[config.mk]
export PLATFORM = sky130hd
export DESIGN_NAME = iuq_ram_seq
export DESIGN_NICKNAME = d
export VERILOG_FILES = /design/src/rtl/iuq_ram_seq.sv
export SDC_FILE = /design/constraint.sdc
export NUM_CORES = 1
export LEC_CHECK = 0
export CORE_MARGIN = 2
export CORE_UTILIZATION = 30
export CTS_CLUSTER_DIAMETER = 60
export DETAILED_ROUTE_END_ITERATION = 10
export GPL_TIMING_DRIVEN = 1
export PLACE_DENSITY = 0.55
export REMOVE_ABC_BUFFERS = 1
export SLEW_MARGIN = 20
export SYNTH_ARGS = -nofsm -noshare
export SYNTH_HDL_FRONTEND = slang
export SYNTH_SLANG_ARGS = --single-unit
[constraint.sdc]
create_clock -name nclk -period 2.51 [get_ports nclk]
set_clock_uncertainty 0.2 [all_clocks]
set_input_delay 0.502 -clock nclk [delete_from_list [all_inputs] [get_ports nclk]]
set_output_delay 0.502 -clock nclk [all_outputs]
set_load 0.1 [all_outputs]
[src/rtl/iuq_ram_seq.sv]
// iuq_ram_seq: RAM instruction sequencer for the IU.
//
// Buffers pervasive-RAMmed instructions in one FIFO per thread, arbitrates
// round-robin among threads onto a single 36-bit injection bus toward the
// instruction buffer, and holds each head entry until completion. The head
// is replayed on a completion flush, or on a WAIT timeout when the optional
// feature is built in.
//
// Optional feature macro: IUQ_RAM_TIMEOUT_EN
//   defined   - per-thread WAIT counters; a counter reaching TIMEOUT_CYCLES
//               forces a replay and pulses iu_pc_ram_timeout[t]
//   undefined - no counters, iu_pc_ram_timeout tied to 0
//
// Ports:
//   nclk, rst               clock, synchronous active-high reset
//   pc_iu_ram_instr/_ext    instruction word and extension bits to enqueue
//   pc_iu_ram_issue         enqueue strobe
//   pc_iu_ram_active        target thread (lowest set bit wins)
//   iu_pc_ram_done/_tid     completion strobe and its thread
//   cp_flush                per-thread completion flush (replay head)
//   ib_rm_rdy               ib accepts an injection for thread t
//   rm_ib_iu3_val/_instr    injection bus (at most one val bit set)
//   iu_pc_ram_full          registered per-thread FIFO full
//   iu_pc_ram_overflow      pulse: enqueue dropped on a full FIFO
//   iu_pc_ram_timeout       pulse per timeout replay
//
// Per-thread states:
//   state    | meaning
//   ST_IDLE  | nothing outstanding; waits for the FIFO to become non-empty
//   ST_ISSUE | head entry wants (or holds) the injection bus
//   ST_WAIT  | head entry accepted by ib; waiting for done, flush or timeout

module iuq_ram_seq #(
    parameter int THREADS        = 2,
    parameter int DEPTH          = 4,
    parameter int TIMEOUT_CYCLES = 1023
) (
    input  logic               nclk,
    input  logic               rst,
    input  logic [31:0]        pc_iu_ram_instr,
    input  logic [3:0]         pc_iu_ram_instr_ext,
    input  logic               pc_iu_ram_issue,
    input  logic [THREADS-1:0] pc_iu_ram_active,
    input  logic               iu_pc_ram_done,
    input  logic [THREADS-1:0] iu_pc_ram_done_tid,
    input  logic [THREADS-1:0] cp_flush,
    input  logic [THREADS-1:0] ib_rm_rdy,
    output logic [THREADS-1:0] rm_ib_iu3_val,
    output logic [35:0]        rm_ib_iu3_instr,
    output logic [THREADS-1:0] iu_pc_ram_full,
    output logic               iu_pc_ram_overflow,
    output logic [THREADS-1:0] iu_pc_ram_timeout
);

    localparam int PW = $clog2(DEPTH);
    localparam int CW = $clog2(DEPTH + 1);
    localparam int TW = (THREADS > 1) ? $clog2(THREADS) : 1;

    if (THREADS < 1 || THREADS > 4) begin : g_bad_threads
        $error("iuq_ram_seq: THREADS must be 1..4");
    end
    if (DEPTH < 2 || DEPTH > 8 || (DEPTH & (DEPTH - 1)) != 0) begin : g_bad_depth
        $error("iuq_ram_seq: DEPTH must be a power of 2 in 2..8");
    end
    if (TIMEOUT_CYCLES < 1) begin : g_bad_timeout
        $error("iuq_ram_seq: TIMEOUT_CYCLES must be at least 1");
    end

    typedef enum logic [1:0] {
        ST_IDLE  = 2'd0,
        ST_ISSUE = 2'd1,
        ST_WAIT  = 2'd2
    } state_t;

    state_t             state_q   [THREADS];
    state_t             state_d   [THREADS];
    logic [35:0]        mem       [THREADS][DEPTH];
    logic [PW-1:0]      wr_ptr_q  [THREADS];
    logic [PW-1:0]      rd_ptr_q  [THREADS];
    logic [CW-1:0]      count_q   [THREADS];
    logic [CW-1:0]      count_d   [THREADS];

    logic [THREADS-1:0] enq_sel;
    logic [THREADS-1:0] push;
    logic [THREADS-1:0] pop;
    logic               drop;
    logic [THREADS-1:0] timeout_hit;
    logic [THREADS-1:0] replay;

    logic [THREADS-1:0] out_val_q;
    logic [35:0]        out_instr_q;
    logic [TW-1:0]      rr_ptr_q;
    logic [THREADS-1:0] full_q;
    logic               ovf_q;

    logic [THREADS-1:0] cand;
    logic               gnt_found;
    logic [TW-1:0]      gnt_idx;
    logic               xfer;
    logic               load_en;

    // Isolate the lowest set bit so a non-one-hot target picks one thread.
    assign enq_sel = pc_iu_ram_issue ? (pc_iu_ram_active & (~pc_iu_ram_active + THREADS'(1)))
                                     : '0;

    assign replay = cp_flush | timeout_hit;

    // A same-cycle pop frees the slot, so a write into a full FIFO survives.
    always_comb begin
        pop  = '0;
        push = '0;
        drop = 1'b0;
        for (int t = 0; t < THREADS; t++) begin
            count_d[t] = count_q[t];
            pop[t]     = iu_pc_ram_done && iu_pc_ram_done_tid[t] && (state_q[t] == ST_WAIT);
            push[t]    = enq_sel[t] && ((count_q[t] != CW'(DEPTH)) || pop[t]);
            if (enq_sel[t] && (count_q[t] == CW'(DEPTH)) && !pop[t]) begin
                drop = 1'b1;
            end
            if (push[t] && !pop[t]) begin
                count_d[t] = count_q[t] + CW'(1);
            end else if (pop[t] && !push[t]) begin
                count_d[t] = count_q[t] - CW'(1);
            end
        end
    end

    always_ff @(posedge nclk) begin
        if (rst) begin
            for (int t = 0; t < THREADS; t++) begin
                wr_ptr_q[t] <= '0;
                rd_ptr_q[t] <= '0;
                count_q[t]  <= '0;
            end
            full_q <= '0;
            ovf_q  <= 1'b0;
        end else begin
            for (int t = 0; t < THREADS; t++) begin
                if (push[t]) wr_ptr_q[t] <= wr_ptr_q[t] + PW'(1);
                if (pop[t])  rd_ptr_q[t] <= rd_ptr_q[t] + PW'(1);
                count_q[t] <= count_d[t];
                full_q[t]  <= (count_d[t] == CW'(DEPTH));
            end
            ovf_q <= drop;
        end
    end

    always_ff @(posedge nclk) begin
        for (int t = 0; t < THREADS; t++) begin
            if (push[t]) begin
                mem[t][wr_ptr_q[t]] <= {pc_iu_ram_instr, pc_iu_ram_instr_ext};
            end
        end
    end

    // Per-thread FSM.
    always_ff @(posedge nclk) begin
        for (int t = 0; t < THREADS; t++) begin
            if (rst) state_q[t] <= ST_IDLE;
            else     state_q[t] <= state_d[t];
        end
    end

    always_comb begin
        for (int t = 0; t < THREADS; t++) begin
            state_d[t] = state_q[t];
            case (state_q[t])
                ST_IDLE: begin
                    if (count_q[t] != '0) state_d[t] = ST_ISSUE;
                end
                ST_ISSUE: begin
                    // A flush coinciding with acceptance still replays.
                    if (out_val_q[t] && ib_rm_rdy[t] && !replay[t]) state_d[t] = ST_WAIT;
                end
                ST_WAIT: begin
                    if (pop[t])         state_d[t] = ST_IDLE;
                    else if (replay[t]) state_d[t] = ST_ISSUE;
                end
                default: state_d[t] = ST_IDLE;
            endcase
        end
    end

    // Round-robin grant among ISSUE threads not already on the bus.
    function automatic logic [TW-1:0] rr_idx(input logic [TW-1:0] base, input int off);
        int s;
        s = int'(base) + off;
        if (s >= THREADS) s = s - THREADS;
        return TW'(s);
    endfunction

    always_comb begin
        cand      = '0;
        gnt_found = 1'b0;
        gnt_idx   = '0;
        for (int t = 0; t < THREADS; t++) begin
            cand[t] = (state_q[t] == ST_ISSUE) && !out_val_q[t] && !replay[t];
        end
        for (int i = 0; i < THREADS; i++) begin
            if (!gnt_found && cand[rr_idx(rr_ptr_q, i)]) begin
                gnt_found = 1'b1;
                gnt_idx   = rr_idx(rr_ptr_q, i);
            end
        end
    end

    assign xfer    = |(out_val_q & ib_rm_rdy);
    assign load_en = ~(|out_val_q) | xfer;

    always_ff @(posedge nclk) begin
        if (rst) begin
            out_val_q   <= '0;
            out_instr_q <= '0;
            rr_ptr_q    <= '0;
        end else if (load_en) begin
            if (gnt_found) begin
                out_val_q   <= THREADS'(1) << gnt_idx;
                out_instr_q <= mem[gnt_idx][rd_ptr_q[gnt_idx]];
                rr_ptr_q    <= (gnt_idx == TW'(THREADS - 1)) ? '0 : gnt_idx + TW'(1);
            end else begin
                out_val_q <= '0;
            end
        end else if (|(out_val_q & replay)) begin
            // Flushed while stalled: drop the bus; the thread re-arbitrates.
            out_val_q <= '0;
        end
    end

`ifdef IUQ_RAM_TIMEOUT_EN
    localparam int TO_W_RAW = $clog2(TIMEOUT_CYCLES + 1);
    localparam int TO_W     = (TO_W_RAW > 10) ? TO_W_RAW : 10;

    logic [TO_W-1:0]    to_cnt_q [THREADS];
    logic [THREADS-1:0] to_pulse_q;

    // Done in the same cycle beats the timeout.
    always_comb begin
        timeout_hit = '0;
        for (int t = 0; t < THREADS; t++) begin
            timeout_hit[t] = (state_q[t] == ST_WAIT) && (to_cnt_q[t] == TO_W'(TIMEOUT_CYCLES))
                             && !pop[t];
        end
    end

    // Held at zero outside WAIT, so it starts from zero on every WAIT entry.
    always_ff @(posedge nclk) begin
        if (rst) begin
            for (int t = 0; t < THREADS; t++) to_cnt_q[t] <= '0;
            to_pulse_q <= '0;
        end else begin
            for (int t = 0; t < THREADS; t++) begin
                if (state_q[t] == ST_WAIT) to_cnt_q[t] <= to_cnt_q[t] + TO_W'(1);
                else                       to_cnt_q[t] <= '0;
            end
            to_pulse_q <= timeout_hit;
        end
    end

    assign iu_pc_ram_timeout = to_pulse_q;
`else
    assign timeout_hit       = '0;
    assign iu_pc_ram_timeout = '0;
`endif

    assign rm_ib_iu3_val      = out_val_q;
    assign rm_ib_iu3_instr    = out_instr_q;
    assign iu_pc_ram_full     = full_q;
    assign iu_pc_ram_overflow = ovf_q;

endmodule
==> Yosys cells after proc, flatten, opt, wreduce, memory -nomap -nowiden <==
Memories as Yosys holds them, arrays and structs flattened.
Cells that the tools add are included.
{ "op_classes": {"n_addsub": 13, "n_lt_le_gt_ge": 9, "eq_ne": 10, "shift": 1, "mux": 66, "bitwise": 17, "reduce_logical": 46} }
{ "op_table": {"columns": ["op", "n"], "rows": [
  ["$mux W144", 4],
  ["$demux W36 S2", 2],
  ["$mux W36", 4],
  ["$reduce_or A144 Y1", 1],
  ["$bmux W36 S2", 1],
  ["$mux W2", 18],
  ["$mux W1", 29],
  ["$logic_and A1 B1 Y1", 25],
  ["$mux W3", 6],
  ["$eq A3 B3 Y1 const B", 4],
  ["$pmux W2 S3", 2],
  ["$add A2 B1 Y2 const B", 5],
  ["$ge A3 B3 Y1 const B", 3],
  ["$logic_not A1 Y1", 9],
  ["$not A2 Y3", 3],
  ["$or A1 B1 Y1", 9],
  ["$add A3 B1 Y3 const B", 2],
  ["$and A2 B2 Y2", 3],
  ["$lt A3 B1 Y1 const B", 2],
  ["$ne A3 B3 Y1 const B", 2],
  ["$reduce_bool A3 Y1", 2],
  ["$reduce_or A2 Y1", 3],
  ["$sub A3 B1 Y3 const B", 2],
  ["$eq A2 B1 Y1 const B", 2],
  ["other kinds (14)", 19]
]} }
{ "word_totals": {"register_bits": 42, "ramBits": 306, "inputBits": 48, "output_inout_bits": 43, "elab_cells": 172, "memories": 5} }
{ "memory_table": {"columns": ["name", "depth", "width", "read_ports", "rd_ports_with_merged_regs", "write_ports", "line", "rtl"], "rows": [
  ["mem", 2, 144, 1, 0, 1, "77", "logic [35:0] mem [THREADS][DEPTH];"],
  ["count_q", 2, 3, 2, 0, 2, "80", "logic [CW-1:0] count_q [THREADS];"],
  ["rd_ptr_q", 2, 2, 3, 0, 2, "79", "logic [PW-1:0] rd_ptr_q [THREADS];"],
  ["state_q", 2, 2, 2, 0, 2, "75", "state_t state_q [THREADS];"],
  ["wr_ptr_q", 2, 2, 2, 0, 2, "78", "logic [PW-1:0] wr_ptr_q [THREADS];"]
]} }

==> Logic depth before layout (Yosys ltp) <==
An unclocked memory read counts as a cell.
{ "depth": {"word_depth": 15, "mapped_depth": 6, "mapped_depth_nobuf": 6} }

==> Worst setup path after synthesis <==
Ideal clock, no wire load.
{ "synth_timing": {"path_type": "input-to-reg", "start": "input port iu_pc_ram_done_tid[1]", "end": "memory mem[1][0] (netlist name), enable pin", "setup_time_ns": 0.397, "arrival_time_ns": 2.011, "t_required_ns": 1.913, "path_slack_ns": -0.097, "stages": 3, "n_path_buf": 0, "cell_sequence": "nand4b_1 > a31oi_1 > and2_1"} }
{ "synth_between": {"elab_chain_len": 8, "elab_cells_between_ends": 9, "classes_between": "4 x mux; 5 x reduce/logical"} }
{ "synth_rtl": {"columns": ["element", "line", "rtl"], "rows": [
  ["from (decl)", "45", "input logic [THREADS-1:0] iu_pc_ram_done_tid,"],
  ["$logic_and A1 B1 Y1 (*) (2 in series)", "115", "pop[t] = iu_pc_ram_done && iu_pc_ram_done_tid[t] && (state_q[t] == ST_WAIT);"],
  ["$logic_or A1 B1 Y1 (*)", "116", "push[t] = enq_sel[t] && ((count_q[t] != CW'(DEPTH)) || pop[t]);"],
  ["$logic_and A1 B1 Y1 (*)", "116", null],
  ["$mux W1 (*)", "150", "if (push[t]) begin"],
  ["$mux W144 (implied by the code) (*)", "151", "mem[t][wr_ptr_q[t]] <= {pc_iu_ram_instr, pc_iu_ram_instr_ext};"],
  ["$reduce_or A144 Y1 (no line)", null, null],
  ["$mux W1 (no line) / $mux W144 (equally long branches)", null, null],
  ["to (decl)", "77", null]
]} }
Every way passes the cells marked *; elsewhere a longest branch is shown, timed or not.

==> qor.txt <==
Cell Pwr Density - 854 nW/µm²
worst setup margin - 0.287 ns
Synth cell types - 48
clk_lat worst skew - 0.55 ns
CP arrival - 2.48 ns
hold buffer count at cts - 0
maximum vdd drop - 0.000798 V
critical path's most frequent cell - buf_12
Die ar. - 46,600 µm²
Crit. End Element - register
pre-CTS setup slack - -0.305 ns
Initial DRC Count - 402
most common cell after layout, fill and taps aside - edfxtp_1
synthesized area - 13,500 µm²
status - completed
GRT Total Usage - 0.132
placed cell count - 1,418
fill cell count - 4,064
core area - 44,300 µm²
DR pass1 iterations - 5
Worst Hold Depth - 2
Fmax achieved - 450 MHz
R2R Path Start - state_q[1][1]$_SDFFE_PP0P_
HP Class - reg -> reg
largest net degree at the start of global routing - 49
post-DP HPWL - 19.0 mm
fin nets - 930
Post-synth EDFFs - 296
Avg Vias per Cell - 4.66
vias - 6,948
root buffer cell - clkbuf_16
Setup violations, final - 0
Die Y - 216 µm
Die W - 216 µm
WP data required - 2.76 ns
predominant post-synthesis flop cell - edfxtp_1
Setup CP Type - reg -> reg
Worst-path clk slew - 0.06 ns
post-route insts no fill - 1,491
initial antenna violation count - 2
unrepaired setup endpoints after global routing - false
Slew @ Worst Pin - 0.662 ns
WHS Endpoint - rm_ib_iu3_instr[35]$_SDFFE_PP0P_
Initial Util - 0.304
Static Leak - 5.84 nW
post-synthesis cell count - 706
Slew Limit Fails - 0
std cell rows - 77
clock sink count - 348
R2R cell count - 6
Hold Crit Start - rm_ib_iu3_instr[35]$_SDFFE_PP0P_
clock buffer depth - 3
final worst-path cycle share - 0.886
register area share after synthesis - 0.737
FF-to-FF End - rm_ib_iu3_instr[20]$_SDFFE_PP0P_
Final Hold Fails - 0
slew margin rel. - 0.559
H-tree levels - 2
CP Cell Sequence - or4b_1 > o21bai_4 > buf_12 > buf_12 > mux2i_1 > a211oi_1
Critical path origin - state_q[1][1]$_SDFFE_PP0P_
worst-path fanout max - 10
I/O Pins - 91
most frequent cells in the layout - edfxtp_1 (296), buf_4 (84), mux4_2 (72)
routed length per instance - 20.1 µm
total CTS buffers - 40
DRT Wirelength - 30.0 mm
vias in the first global route - 7,306
Post-Syn Area per Cell - 19.1 µm²
Ys Warns - 0
Startpoint Class - register
Post-CTS Resized - 0
Worst path slowest cell - or4b_1
Tmin final - 2.22 ns
first-pass GRT wire length - 46.3 mm
final routed DRC violation total - 0
Synth Register Bits - 348
Port-buffer cells - 88
Slowest Stage Delay on Critical Path - 0.62 ns
fraction of layout cells with a size suffix above 1 - 0.285
GP Congestion - 0.701
max_cap viols - 0
setup slack, reg-to-reg - 0.29 ns
Antenna Nets Post-Route - 0
Setup Buffers After CTS - 0
Layout Area Growth over Synthesis - 25.8%
grt ovf - 0
Async S/R FF share, synth - 0
CTS tree - done
-- kinds of logic after synthesis --
kind of cell	synth area share
AOI/OAI and AO/OA	0.0363
xor gates and xnor gates	0.00130
adders and majority gates	0.0130
buffers and inverters	0.0195
DFF	0.737
muxes	0.147
other	0.000278
and+or+nand+nor	0.0457
-- per-layer routing --
metal  vias up  global-route usage  wire length [µm]
met5         -                   0                10
met4         2              0.0358               564
met3        46              0.0302              1500
met2       152               0.209             14100
met1      3554               0.183             13800
li1       3194                   -                 -
-- where the power goes --
group / switching, mW / internal, mW / leakage (nW)
clock: 2.32 / 3.53 / 0.660
sequential: 0.130 / 6.50 / 3.12
combinational: 1.39 / 0.615 / 2.06
total: 3.84 / 10.6 / 5.84
-- synthesized netlist by cell type, types with 4 or more instances --
cell type	instances	share of area
a21oi_1	13	0.0048
nor2_1	47	0.013
and3_1	4	0.0019
nand2b_1	4	0.0019
buf_4	6	0.0033
nand4_1	5	0.0023
clkbuf_1	13	0.0036
a211oi_1	38	0.021
mux2i_1	36	0.027
dfxtp_1	52	0.077
inv_1	11	0.0031
and2_1	8	0.0037
mux4_2	72	0.12
nand2_1	14	0.0039
buf_2	13	0.0048
nand3_1	7	0.0026
nor3_1	4	0.0015
edfxtp_1	296	0.66
ha_1	14	0.013
nor3b_1	4	0.0022
-- worst max-delay path, delay by kind of cell, from the launching register on --
family          cells  cell delay (ns)
compound gates      2             0.49
mux                 1             0.12
buf+inv             2             0.32
simple gates        1             0.62
flops               1             0.36
-- worst max-delay path by stage --
stage / endpoint / slack, ns
2_1_floorplan: rm_ib_iu3_val[0]$_SDFFE_PP0P_ / -2.38
3_3_place_gp: mem[1][70]$_DFFE_PP_ / -0.30
3_5_place_dp: mem[1][6]$_DFFE_PP_ / -0.31
4_1_cts: mem[1][141]$_DFFE_PP_ / 0.26
5_1_grt: rm_ib_iu3_instr[7]$_SDFFE_PP0P_ / 0.17
6_report: rm_ib_iu3_instr[20]$_SDFFE_PP0P_ / 0.29
-- metrics by stage --
step	utilization	hold slack, ns	setup TNS (ns)	power [mW]	instance area [µm²]
2_1_floorplan	-	0.270	-108.93	8.10	13300
3_3_place_gp	0.352	0.295	-72.21	8.77	15600
3_5_place_dp	0.352	0.295	-73.36	8.79	15600
4_1_cts	0.383	0.299	0	14.7	17000
5_1_grt	0.383	0.328	0	15.1	17000
6_report	0.383	0.300	0	14.5	17000
-- registers in the layout, summed over array words and instances, names as in the netlist --
register and flops:
mem 288, rr_ptr_q 1, iu_pc_ram_overflow 1, state_q 4, iu_pc_ram_full 2, rm_ib_iu3_val 2
rm_ib_iu3_instr 36, wr_ptr_q 4, rd_ptr_q 4, count_q 6
-- area by class of cell --
class / count / area (µm²) / share of cell area
Clock buffer: 53 / 1100 / 0.0649
Multi-Input combinational cell: 312 / 3320 / 0.196
Antenna cell: 1 / 2.50 / 0.000148
Sequential cell: 348 / 9930 / 0.586
Timing Repair Buffer: 155 / 1580 / 0.0930
Clock inverter: 19 / 251 / 0.0148
Tap cell: 592 / 741 / 0.0437
Inverter: 11 / 41.3 / 0.00243
No activity file was read; power rests on OpenSTA's default activity.
